**config.mk**
```make
export PLATFORM = sky130hd
export DESIGN_NAME = vga_scan_fetch
export DESIGN_NICKNAME = d
export VERILOG_FILES = /design/src/rtl/vga_pkg.sv /design/src/rtl/vga_sync_counter.sv /design/src/rtl/vga_scan_fetch.sv
export SDC_FILE = /design/constraint.sdc
export NUM_CORES = 1
export LEC_CHECK = 0
export CAP_MARGIN = 10
export CORE_MARGIN = 5
export CORE_UTILIZATION = 60
export CTS_BUF_LIST = sky130_fd_sc_hd__clkbuf_4 sky130_fd_sc_hd__clkbuf_8
export DETAILED_ROUTE_END_ITERATION = 6
export PLACE_DENSITY = 0.95
export SYNTH_ARGS = -nofsm -noshare
export SYNTH_HDL_FRONTEND = slang
export SYNTH_SLANG_ARGS = --single-unit
```
**constraint.sdc**
```tcl
create_clock -name vid_clk -period 7.1 [get_ports vid_clk]
set_clock_uncertainty 0.15 [all_clocks]
set_input_delay 0.71 -clock vid_clk [delete_from_list [all_inputs] [get_ports vid_clk]]
set_output_delay 0.71 -clock vid_clk [all_outputs]
set_load 0.02 [all_outputs]
```
**src/rtl/vga_pkg.sv**
```systemverilog
// Shared VGA timing defaults (640x480@60), line/frame total helpers and the
// scan-counter type used by vga_sync_counter and vga_scan_fetch.
package vga_pkg;

  localparam int DEF_H_ACTIVE = 640;
  localparam int DEF_H_FP     = 16;
  localparam int DEF_H_SYNC   = 96;
  localparam int DEF_H_BP     = 48;
  localparam int DEF_V_ACTIVE = 480;
  localparam int DEF_V_FP     = 10;
  localparam int DEF_V_SYNC   = 2;
  localparam int DEF_V_BP     = 33;

  // Largest line or frame total the counters must hold.
  localparam int MAX_TOTAL = 4096;
  localparam int CNT_W     = $clog2(MAX_TOTAL);

  typedef logic [CNT_W-1:0] cnt_t;

  // Per-position control bits carried down the alignment pipe.
  typedef struct packed {
    logic active;
    logic rd;
    logic hs;
    logic vs;
    logic odd;
    logic fstart;
    logic tp;
  } ctl_t;

  function automatic int h_total(input int act, input int fp, input int sync, input int bp);
    return act + fp + sync + bp;
  endfunction

  function automatic int v_total(input int act, input int fp, input int sync, input int bp);
    return act + fp + sync + bp;
  endfunction

endpackage

```
**src/rtl/vga_sync_counter.sv**
```systemverilog
// Horizontal/vertical scan counters with active-region and sync-region decode.
// Sync flags are active-high; polarity is applied by the consumer.
module vga_sync_counter
  import vga_pkg::*;
#(
  parameter int H_ACTIVE = DEF_H_ACTIVE,
  parameter int H_FP     = DEF_H_FP,
  parameter int H_SYNC   = DEF_H_SYNC,
  parameter int H_BP     = DEF_H_BP,
  parameter int V_ACTIVE = DEF_V_ACTIVE,
  parameter int V_FP     = DEF_V_FP,
  parameter int V_SYNC   = DEF_V_SYNC,
  parameter int V_BP     = DEF_V_BP
) (
  input  logic clk,
  input  logic rst,
  output cnt_t h,
  output cnt_t v,
  output logic active,
  output logic hsync_on,
  output logic vsync_on
);

  localparam int   HT     = h_total(H_ACTIVE, H_FP, H_SYNC, H_BP);
  localparam int   VT     = v_total(V_ACTIVE, V_FP, V_SYNC, V_BP);
  localparam cnt_t H_LAST = cnt_t'(HT - 1);
  localparam cnt_t V_LAST = cnt_t'(VT - 1);

  cnt_t h_q, h_d;
  cnt_t v_q, v_d;

  always_comb begin
    h_d = h_q + cnt_t'(1);
    v_d = v_q;
    if (h_q == H_LAST) begin
      h_d = '0;
      v_d = (v_q == V_LAST) ? '0 : v_q + cnt_t'(1);
    end
  end

  always_ff @(posedge clk) begin
    if (rst) begin
      h_q <= '0;
      v_q <= '0;
    end else begin
      h_q <= h_d;
      v_q <= v_d;
    end
  end

  assign h        = h_q;
  assign v        = v_q;
  assign active   = (h_q < cnt_t'(H_ACTIVE)) && (v_q < cnt_t'(V_ACTIVE));
  assign hsync_on = (h_q >= cnt_t'(H_ACTIVE + H_FP)) &&
                    (h_q <  cnt_t'(H_ACTIVE + H_FP + H_SYNC));
  assign vsync_on = (v_q >= cnt_t'(V_ACTIVE + V_FP)) &&
                    (v_q <  cnt_t'(V_ACTIVE + V_FP + V_SYNC));

endmodule

```
**src/rtl/vga_scan_fetch.sv**
```systemverilog
// VGA scan-out: timing, linear frame-buffer fetch, word unpack and output alignment.
// Optional test pattern source enabled by defining VGA_SCAN_TESTPAT_EN.
module vga_scan_fetch
  import vga_pkg::*;
#(
  parameter int H_ACTIVE = DEF_H_ACTIVE,
  parameter int H_FP     = DEF_H_FP,
  parameter int H_SYNC   = DEF_H_SYNC,
  parameter int H_BP     = DEF_H_BP,
  parameter int V_ACTIVE = DEF_V_ACTIVE,
  parameter int V_FP     = DEF_V_FP,
  parameter int V_SYNC   = DEF_V_SYNC,
  parameter int V_BP     = DEF_V_BP,
  parameter bit SYNC_POL = 1'b0,
  parameter int PIX_W    = 8,
  parameter int WORD_W   = 16,
  parameter int ADDR_W   = 18,
  parameter int MEM_LAT  = 1
) (
  input  logic              vid_clk,
  input  logic              vid_rst,
  input  logic [ADDR_W-1:0] frame_base,
`ifdef VGA_SCAN_TESTPAT_EN
  input  logic              testpat_sel,
`endif
  output logic              mem_rd,
  output logic [ADDR_W-1:0] mem_addr,
  input  logic [WORD_W-1:0] mem_data,
  output logic [PIX_W-1:0]  pixel,
  output logic              hsync,
  output logic              vsync,
  output logic              vid_blank,
  output logic              oddeven,
  output logic              frame_start
);

  localparam int PPW = WORD_W / PIX_W;
  localparam int KW  = (PPW > 1) ? $clog2(PPW) : 1;

  cnt_t h, v, hm;
  logic active, hs_on, vs_on, first_s, tp_s;

  vga_sync_counter #(
    .H_ACTIVE(H_ACTIVE), .H_FP(H_FP), .H_SYNC(H_SYNC), .H_BP(H_BP),
    .V_ACTIVE(V_ACTIVE), .V_FP(V_FP), .V_SYNC(V_SYNC), .V_BP(V_BP)
  ) u_sync (
    .clk      (vid_clk),
    .rst      (vid_rst),
    .h        (h),
    .v        (v),
    .active   (active),
    .hsync_on (hs_on),
    .vsync_on (vs_on)
  );

  // Fetch stage: registered read request for the current counter position.
  logic                      mem_rd_q, mem_rd_d;
  logic [ADDR_W-1:0]         mem_addr_q, mem_addr_d;
  logic [ADDR_W-1:0]         addr_ptr_q, addr_ptr_d;
  ctl_t                      ctl_s;
  ctl_t [MEM_LAT:0]          ctl_q, ctl_d;
  logic [MEM_LAT:0][KW-1:0]  k_q, k_d;

  // Unpack/output stage.
  ctl_t              ctl_o;
  logic [KW-1:0]     k_o;
  logic [WORD_W-1:0] word_q, word_d;
  logic [PIX_W-1:0]  tpx_o;
  logic [PIX_W-1:0]  pixel_q, pixel_d;
  logic              hsync_q, hsync_d, vsync_q, vsync_d;
  logic              blank_q, blank_d, odd_q, odd_d, fs_q, fs_d;

`ifdef VGA_SCAN_TESTPAT_EN
  logic                        tp_q, tp_d;
  logic [7:0]                  hv8;
  logic [MEM_LAT:0][PIX_W-1:0] tpx_q, tpx_d;

  // Pattern select is latched at the frame origin so a frame is never mixed.
  always_comb begin
    tp_d  = first_s ? testpat_sel : tp_q;
    hv8   = 8'(h ^ v);
    tpx_d = {tpx_q[MEM_LAT-1:0], PIX_W'(hv8)};
  end

  always_ff @(posedge vid_clk) begin
    if (vid_rst) begin
      tp_q  <= 1'b0;
      tpx_q <= '0;
    end else begin
      tp_q  <= tp_d;
      tpx_q <= tpx_d;
    end
  end

  assign tp_s  = tp_d;
  assign tpx_o = tpx_q[MEM_LAT];
`else
  assign tp_s  = 1'b0;
  assign tpx_o = '0;
`endif

  always_comb begin
    first_s    = (h == '0) && (v == '0);
    hm         = h & cnt_t'(PPW - 1);
    mem_rd_d   = active && (hm == '0) && !tp_s;
    mem_addr_d = first_s ? frame_base : addr_ptr_q;
    addr_ptr_d = mem_addr_d;
    if (mem_rd_d) addr_ptr_d = mem_addr_d + ADDR_W'(1);

    ctl_s        = '0;
    ctl_s.active = active;
    ctl_s.rd     = mem_rd_d;
    ctl_s.hs     = hs_on;
    ctl_s.vs     = vs_on;
    ctl_s.odd    = v[0];
    ctl_s.fstart = first_s;
    ctl_s.tp     = tp_s;
    ctl_d        = {ctl_q[MEM_LAT-1:0], ctl_s};
    k_d          = {k_q[MEM_LAT-1:0], hm[KW-1:0]};
  end

  // Slot MEM_LAT of the pipe lines up with the cycle its read data is valid.
  always_comb begin
    ctl_o  = ctl_q[MEM_LAT];
    k_o    = k_q[MEM_LAT];
    word_d = word_q;
    if (ctl_o.rd) word_d = mem_data;
    pixel_d = '0;
    if (ctl_o.active) begin
      pixel_d = ctl_o.tp ? tpx_o : PIX_W'(word_d >> (int'(k_o) * PIX_W));
    end
    hsync_d = ctl_o.hs ? SYNC_POL : !SYNC_POL;
    vsync_d = ctl_o.vs ? SYNC_POL : !SYNC_POL;
    blank_d = ctl_o.active;
    odd_d   = ctl_o.odd;
    fs_d    = ctl_o.fstart;
  end

  always_ff @(posedge vid_clk) begin
    if (vid_rst) begin
      mem_rd_q   <= 1'b0;
      mem_addr_q <= '0;
      addr_ptr_q <= '0;
      ctl_q      <= '0;
      k_q        <= '0;
      word_q     <= '0;
      pixel_q    <= '0;
      hsync_q    <= !SYNC_POL;
      vsync_q    <= !SYNC_POL;
      blank_q    <= 1'b0;
      odd_q      <= 1'b0;
      fs_q       <= 1'b0;
    end else begin
      mem_rd_q   <= mem_rd_d;
      mem_addr_q <= mem_addr_d;
      addr_ptr_q <= addr_ptr_d;
      ctl_q      <= ctl_d;
      k_q        <= k_d;
      word_q     <= word_d;
      pixel_q    <= pixel_d;
      hsync_q    <= hsync_d;
      vsync_q    <= vsync_d;
      blank_q    <= blank_d;
      odd_q      <= odd_d;
      fs_q       <= fs_d;
    end
  end

  assign mem_rd      = mem_rd_q;
  assign mem_addr    = mem_addr_q;
  assign pixel       = pixel_q;
  assign hsync       = hsync_q;
  assign vsync       = vsync_q;
  assign vid_blank   = blank_q;
  assign oddeven     = odd_q;
  assign frame_start = fs_q;

endmodule

```
==> run_summary.xml <==
<?xml version="1.0" encoding="UTF-8"?>
<metrics>
  <group name="cells_and_area">
    <metric name="layout-drive-gt1-share" unit="">0.0752</metric>
    <metric name="total_number_of_nets_in_the_final_design" unit="">567</metric>
    <metric name="areaGrowthSynthToFinish" unit="%">20.8</metric>
    <metric name="num-fill-cells" unit="">482</metric>
    <metric name="number_of_cells_in_the_finished_layout_apart_from_fillers" unit="">631</metric>
    <metric name="diodes" unit="">0</metric>
  </group>
  <group name="grt">
    <metric name="global_route_wire_length_before_repair" unit="µm">17600</metric>
    <metric name="first_global_vias" unit="">3657</metric>
    <metric name="antenna_found_initial" unit="">0</metric>
    <metric name="grt_use_total" unit="">0.248</metric>
    <metric name="gr-total-overflow" unit="">0</metric>
    <metric name="grt_max_degree" unit="">77</metric>
  </group>
  <group name="routing">
    <metric name="routed_wire_length_per_instance" unit="µm">17.1</metric>
    <metric name="detail_route.wirelength" unit="µm">10800</metric>
    <metric name="drtPass1Iterations" unit="">6</metric>
    <metric name="drtAntennaViolNets" unit="">0</metric>
    <metric name="via_per_inst" unit="">5.96</metric>
    <metric name="route.vias.total" unit="">3762</metric>
    <metric name="drc" unit="">0</metric>
    <metric name="first_iter_violations" unit="">457</metric>
  </group>
  <group name="setup_path">
    <metric name="timing.critical_path.required" unit="ns">7.25</metric>
    <metric name="cp_slowest_cell" unit="">or4_1</metric>
    <metric name="crit_path_kind" unit="">flip-flop to flip-flop</metric>
    <metric name="critical_path.startpoint_type" unit="">flip-flop</metric>
    <metric name="cells_along_the_critical_path" unit="">nor3_1 &gt; nand4_1 &gt; or4_1 &gt; a22oi_1 &gt; mux2i_1</metric>
    <metric name="critical_path.endpoint_type" unit="">flip-flop</metric>
    <metric name="critical_path.max_stage_delay" unit="ns">0.79</metric>
    <metric name="arrival" unit="ns">3.10</metric>
    <metric name="cp_max_fo" unit="">9</metric>
  </group>
  <group name="hold_path">
    <metric name="hold_path.class" unit="">flip-flop to flip-flop</metric>
  </group>
  <group name="logic_synthesis">
    <metric name="ys_types" unit="">49</metric>
    <metric name="biggest_area_contributors_in_the_synthesized_netlist" unit="">dfxtp_1 47%, mux2i_1 7.3%, nor2_1 6.3%</metric>
    <metric name="synth.most_common_cell" unit="">dfxtp_1</metric>
    <metric name="avgSynthCellArea" unit="µm²">9.45</metric>
    <metric name="yosysWarnings" unit="">0</metric>
    <metric name="synthXorXnorAreaFrac" unit="">0.0575</metric>
    <metric name="synthAdderAreaFrac" unit="">0.0113</metric>
    <metric name="synthFlopType" unit="">dfxtp_1</metric>
    <metric name="synth_area_leader_cell" unit="">dfxtp_1</metric>
    <metric name="synth-edff-count" unit="">0</metric>
    <metric name="commonest_cells_in_the_netlist" unit="">103 x dfxtp_1, 74 x nor2_1, 32 x mux2i_1</metric>
    <metric name="netlist_area" unit="mm²">0.00441</metric>
    <metric name="muxShareOfSynthArea" unit="">0.124</metric>
    <metric name="synth-compound-area-share" unit="">0.0541</metric>
    <metric name="post-synth-top-area-fraction" unit="">0.467</metric>
    <metric name="synth_simple_gate_area_frac" unit="">0.254</metric>
    <metric name="ys_seq_area_frac" unit="">0.467</metric>
    <metric name="syn-num-nets" unit="">507</metric>
    <metric name="main_combinational_cell_family_by_area_after_synthesis" unit="">simple AND/OR/NAND/NOR gates</metric>
    <metric name="ys_seq_elements" unit="">103</metric>
    <metric name="ys_async_sr_fraction" unit="">0</metric>
    <metric name="syn-instance-count" unit="">467</metric>
  </group>
  <group name="clock_tree">
    <metric name="clock_tree_from_tritoncts" unit="">done</metric>
    <metric name="cts.repair.resized" unit="">0</metric>
    <metric name="cts.sinks" unit="">103</metric>
    <metric name="cts_made_buffers" unit="">9</metric>
    <metric name="cts_setup_buffers" unit="">0</metric>
    <metric name="worstSkewPairLatency" unit="ns">0.38</metric>
    <metric name="clk_root_buf" unit="">clkbuf_8</metric>
    <metric name="cts.htree.levels" unit="">3</metric>
    <metric name="cts_hold_buf" unit="">0</metric>
    <metric name="clock_buffer_depth" unit="">2</metric>
    <metric name="clkTransAtPathRegs" unit="ns">0.10</metric>
  </group>
  <group name="timing">
    <metric name="worst_hold_slack" unit="ns">0.234</metric>
    <metric name="tightestPinTransition" unit="ns">0.750</metric>
    <metric name="max_freq" unit="MHz">339</metric>
    <metric name="grt_setup_unrepaired" unit="">no</metric>
    <metric name="timing.final.max_slew_violations" unit="">0</metric>
    <metric name="setup_tns" unit="ns">0</metric>
    <metric name="layout_worst_path_cycle_share" unit="">0.415</metric>
    <metric name="final-hold-violation-count" unit="">0</metric>
    <metric name="timing.slew.headroom" unit="">0.500</metric>
    <metric name="min_period" unit="ns">2.95</metric>
    <metric name="setup_viol" unit="">0</metric>
  </group>
  <group name="placed_design">
    <metric name="place.detailed.hpwl" unit="µm">7540</metric>
    <metric name="routabilityCongestion" unit="">0.878</metric>
    <metric name="place.detailed.instances" unit="">615</metric>
    <metric name="buffer_ports.inserted" unit="">67</metric>
  </group>
  <group name="die">
    <metric name="core" unit="mm²">0.00721</metric>
    <metric name="initial_utilization" unit="">0.612</metric>
    <metric name="floorplan.die_area" unit="mm²">0.00917</metric>
    <metric name="die_ht" unit="µm">95.8</metric>
    <metric name="std_cell_rows" unit="">31</metric>
    <metric name="io_pins" unit="">68</metric>
    <metric name="die_width" unit="µm">95.8</metric>
  </group>
  <group name="power_and_ir_drop">
    <metric name="power.ir.vdd_worst" unit="µV">149</metric>
    <metric name="cellLeakagePower" unit="nW">2.01</metric>
    <metric name="power_density" unit="mW/mm²">220</metric>
  </group>
  <group name="run_status">
    <metric name="outcome" unit="">completed</metric>
  </group>
  <group name="run">
    <metric name="drv_cap" unit="">0</metric>
  </group>
</metrics>
==> kinds of logic (layout without fill, tap and decap cells) <==
logic type | count (synthesis) | count (layout)
xor gates and xnor gates | 29 | 29
buffers and inverters | 32 | 97
DFF | 103 | 103
and+or+nand+nor | 216 | 216
muxes | 44 | 44
AOI/OAI and AO/OA | 39 | 39
adders and majority gates | 4 | 4
==> final cells by class <==
type	instances	area [µm²]	share of cell area
Clock inverter	7	75.1	0.0141
Sequential cell	103	2060	0.387
Multi-Input combinational cell	332	2220	0.416
Clock buffer	9	124	0.0232
Inverter	11	41.3	0.00774
Tap cell	99	124	0.0232
Timing Repair Buffer	70	688	0.129
==> per-stage QoR <==
stage	setup slack (ns)	util	area, µm²	total power, mW
5_1_grt	3.96	0.739	5330	1.22
4_1_cts	4.24	0.739	5330	1.17
3_5_place_dp	4.25	0.711	5130	0.820
6_report	4.15	0.739	5330	1.17
2_1_floorplan	4.74	-	4410	0.748
3_3_place_gp	4.38	0.711	5130	0.809
==> where the power goes <==
part	switching [mW]	internal (mW)	leakage, nW	total (mW)
Sequential	0.0208	0.610	0.842	0.630
Combinational	0.0966	0.0844	1.07	0.181
Clock	0.222	0.140	0.0985	0.361
==> layout by cell type (no fill, tap or decap), types with 4 or more instances in the layout <==
cell	instances
clkbuf_8	9
nor3_1	12
mux4_2	8
a21oi_1	15
and2_1	5
and3_1	13
nand2_1	22
nand4_1	19
or3_1	5
dfxtp_1	103
nor2_1	73
o21ai_0	8
and4_1	6
inv_1	11
xnor2_1	11
mux2i_1	32
xor2_1	18
a211oi_1	6
ha_1	4
nor4_1	4
nor2b_1	18
nand2b_1	6
clkdlybuf4s50_1	66
nand3_1	20
==> path summary, 6_finish.rpt <==
path	start	end	slack (ns)	depth (start not counted)
worst max-delay path	u_sync.v[9]$_SDFFE_PP0P_	addr_ptr_q[15]$_SDFF_PP0_	4.15	5
worst max register to register	u_sync.v[9]$_SDFFE_PP0P_	addr_ptr_q[15]$_SDFF_PP0_	4.15	5
worst min-delay path	ctl_o[4]$_SDFF_PP0_	hsync$_SDFF_PP1_	0.23	1
worst min register to register	ctl_o[4]$_SDFF_PP0_	hsync$_SDFF_PP1_	0.23	1
==> routing by layer <==
metal  routed length, µm  up-vias  global-route usage
met5                   0        -                   0
met2                5450      191               0.433
met3                 843       43              0.0469
met1                4190     1777               0.294
li1                    -     1751                   -
met4                 331        0               0.115
==> state kept, by name, indices dropped and copies added, names as in the netlist <==
name / flops
fs_d: 1
blank_d: 1
ctl_d: 6
frame_start: 1
oddeven: 1
odd_d: 1
u_sync.h: 12
addr_ptr_q: 18
k_d: 1
ctl_o: 3
hsync: 1
mem_addr: 18
vid_blank: 1
word_q: 16
k_o: 1
vsync: 1
pixel: 8
u_sync.v: 12
==> worst max-delay path: cells and delay by family (launching register included) <==
kind	cells	cell delay [ns]
DFF	1	0.38
AOI/OAI and AO/OA	1	0.24
and+or+nand+nor	3	1.90
muxes	1	0.20
No activity file was read; power rests on OpenSTA's default activity.
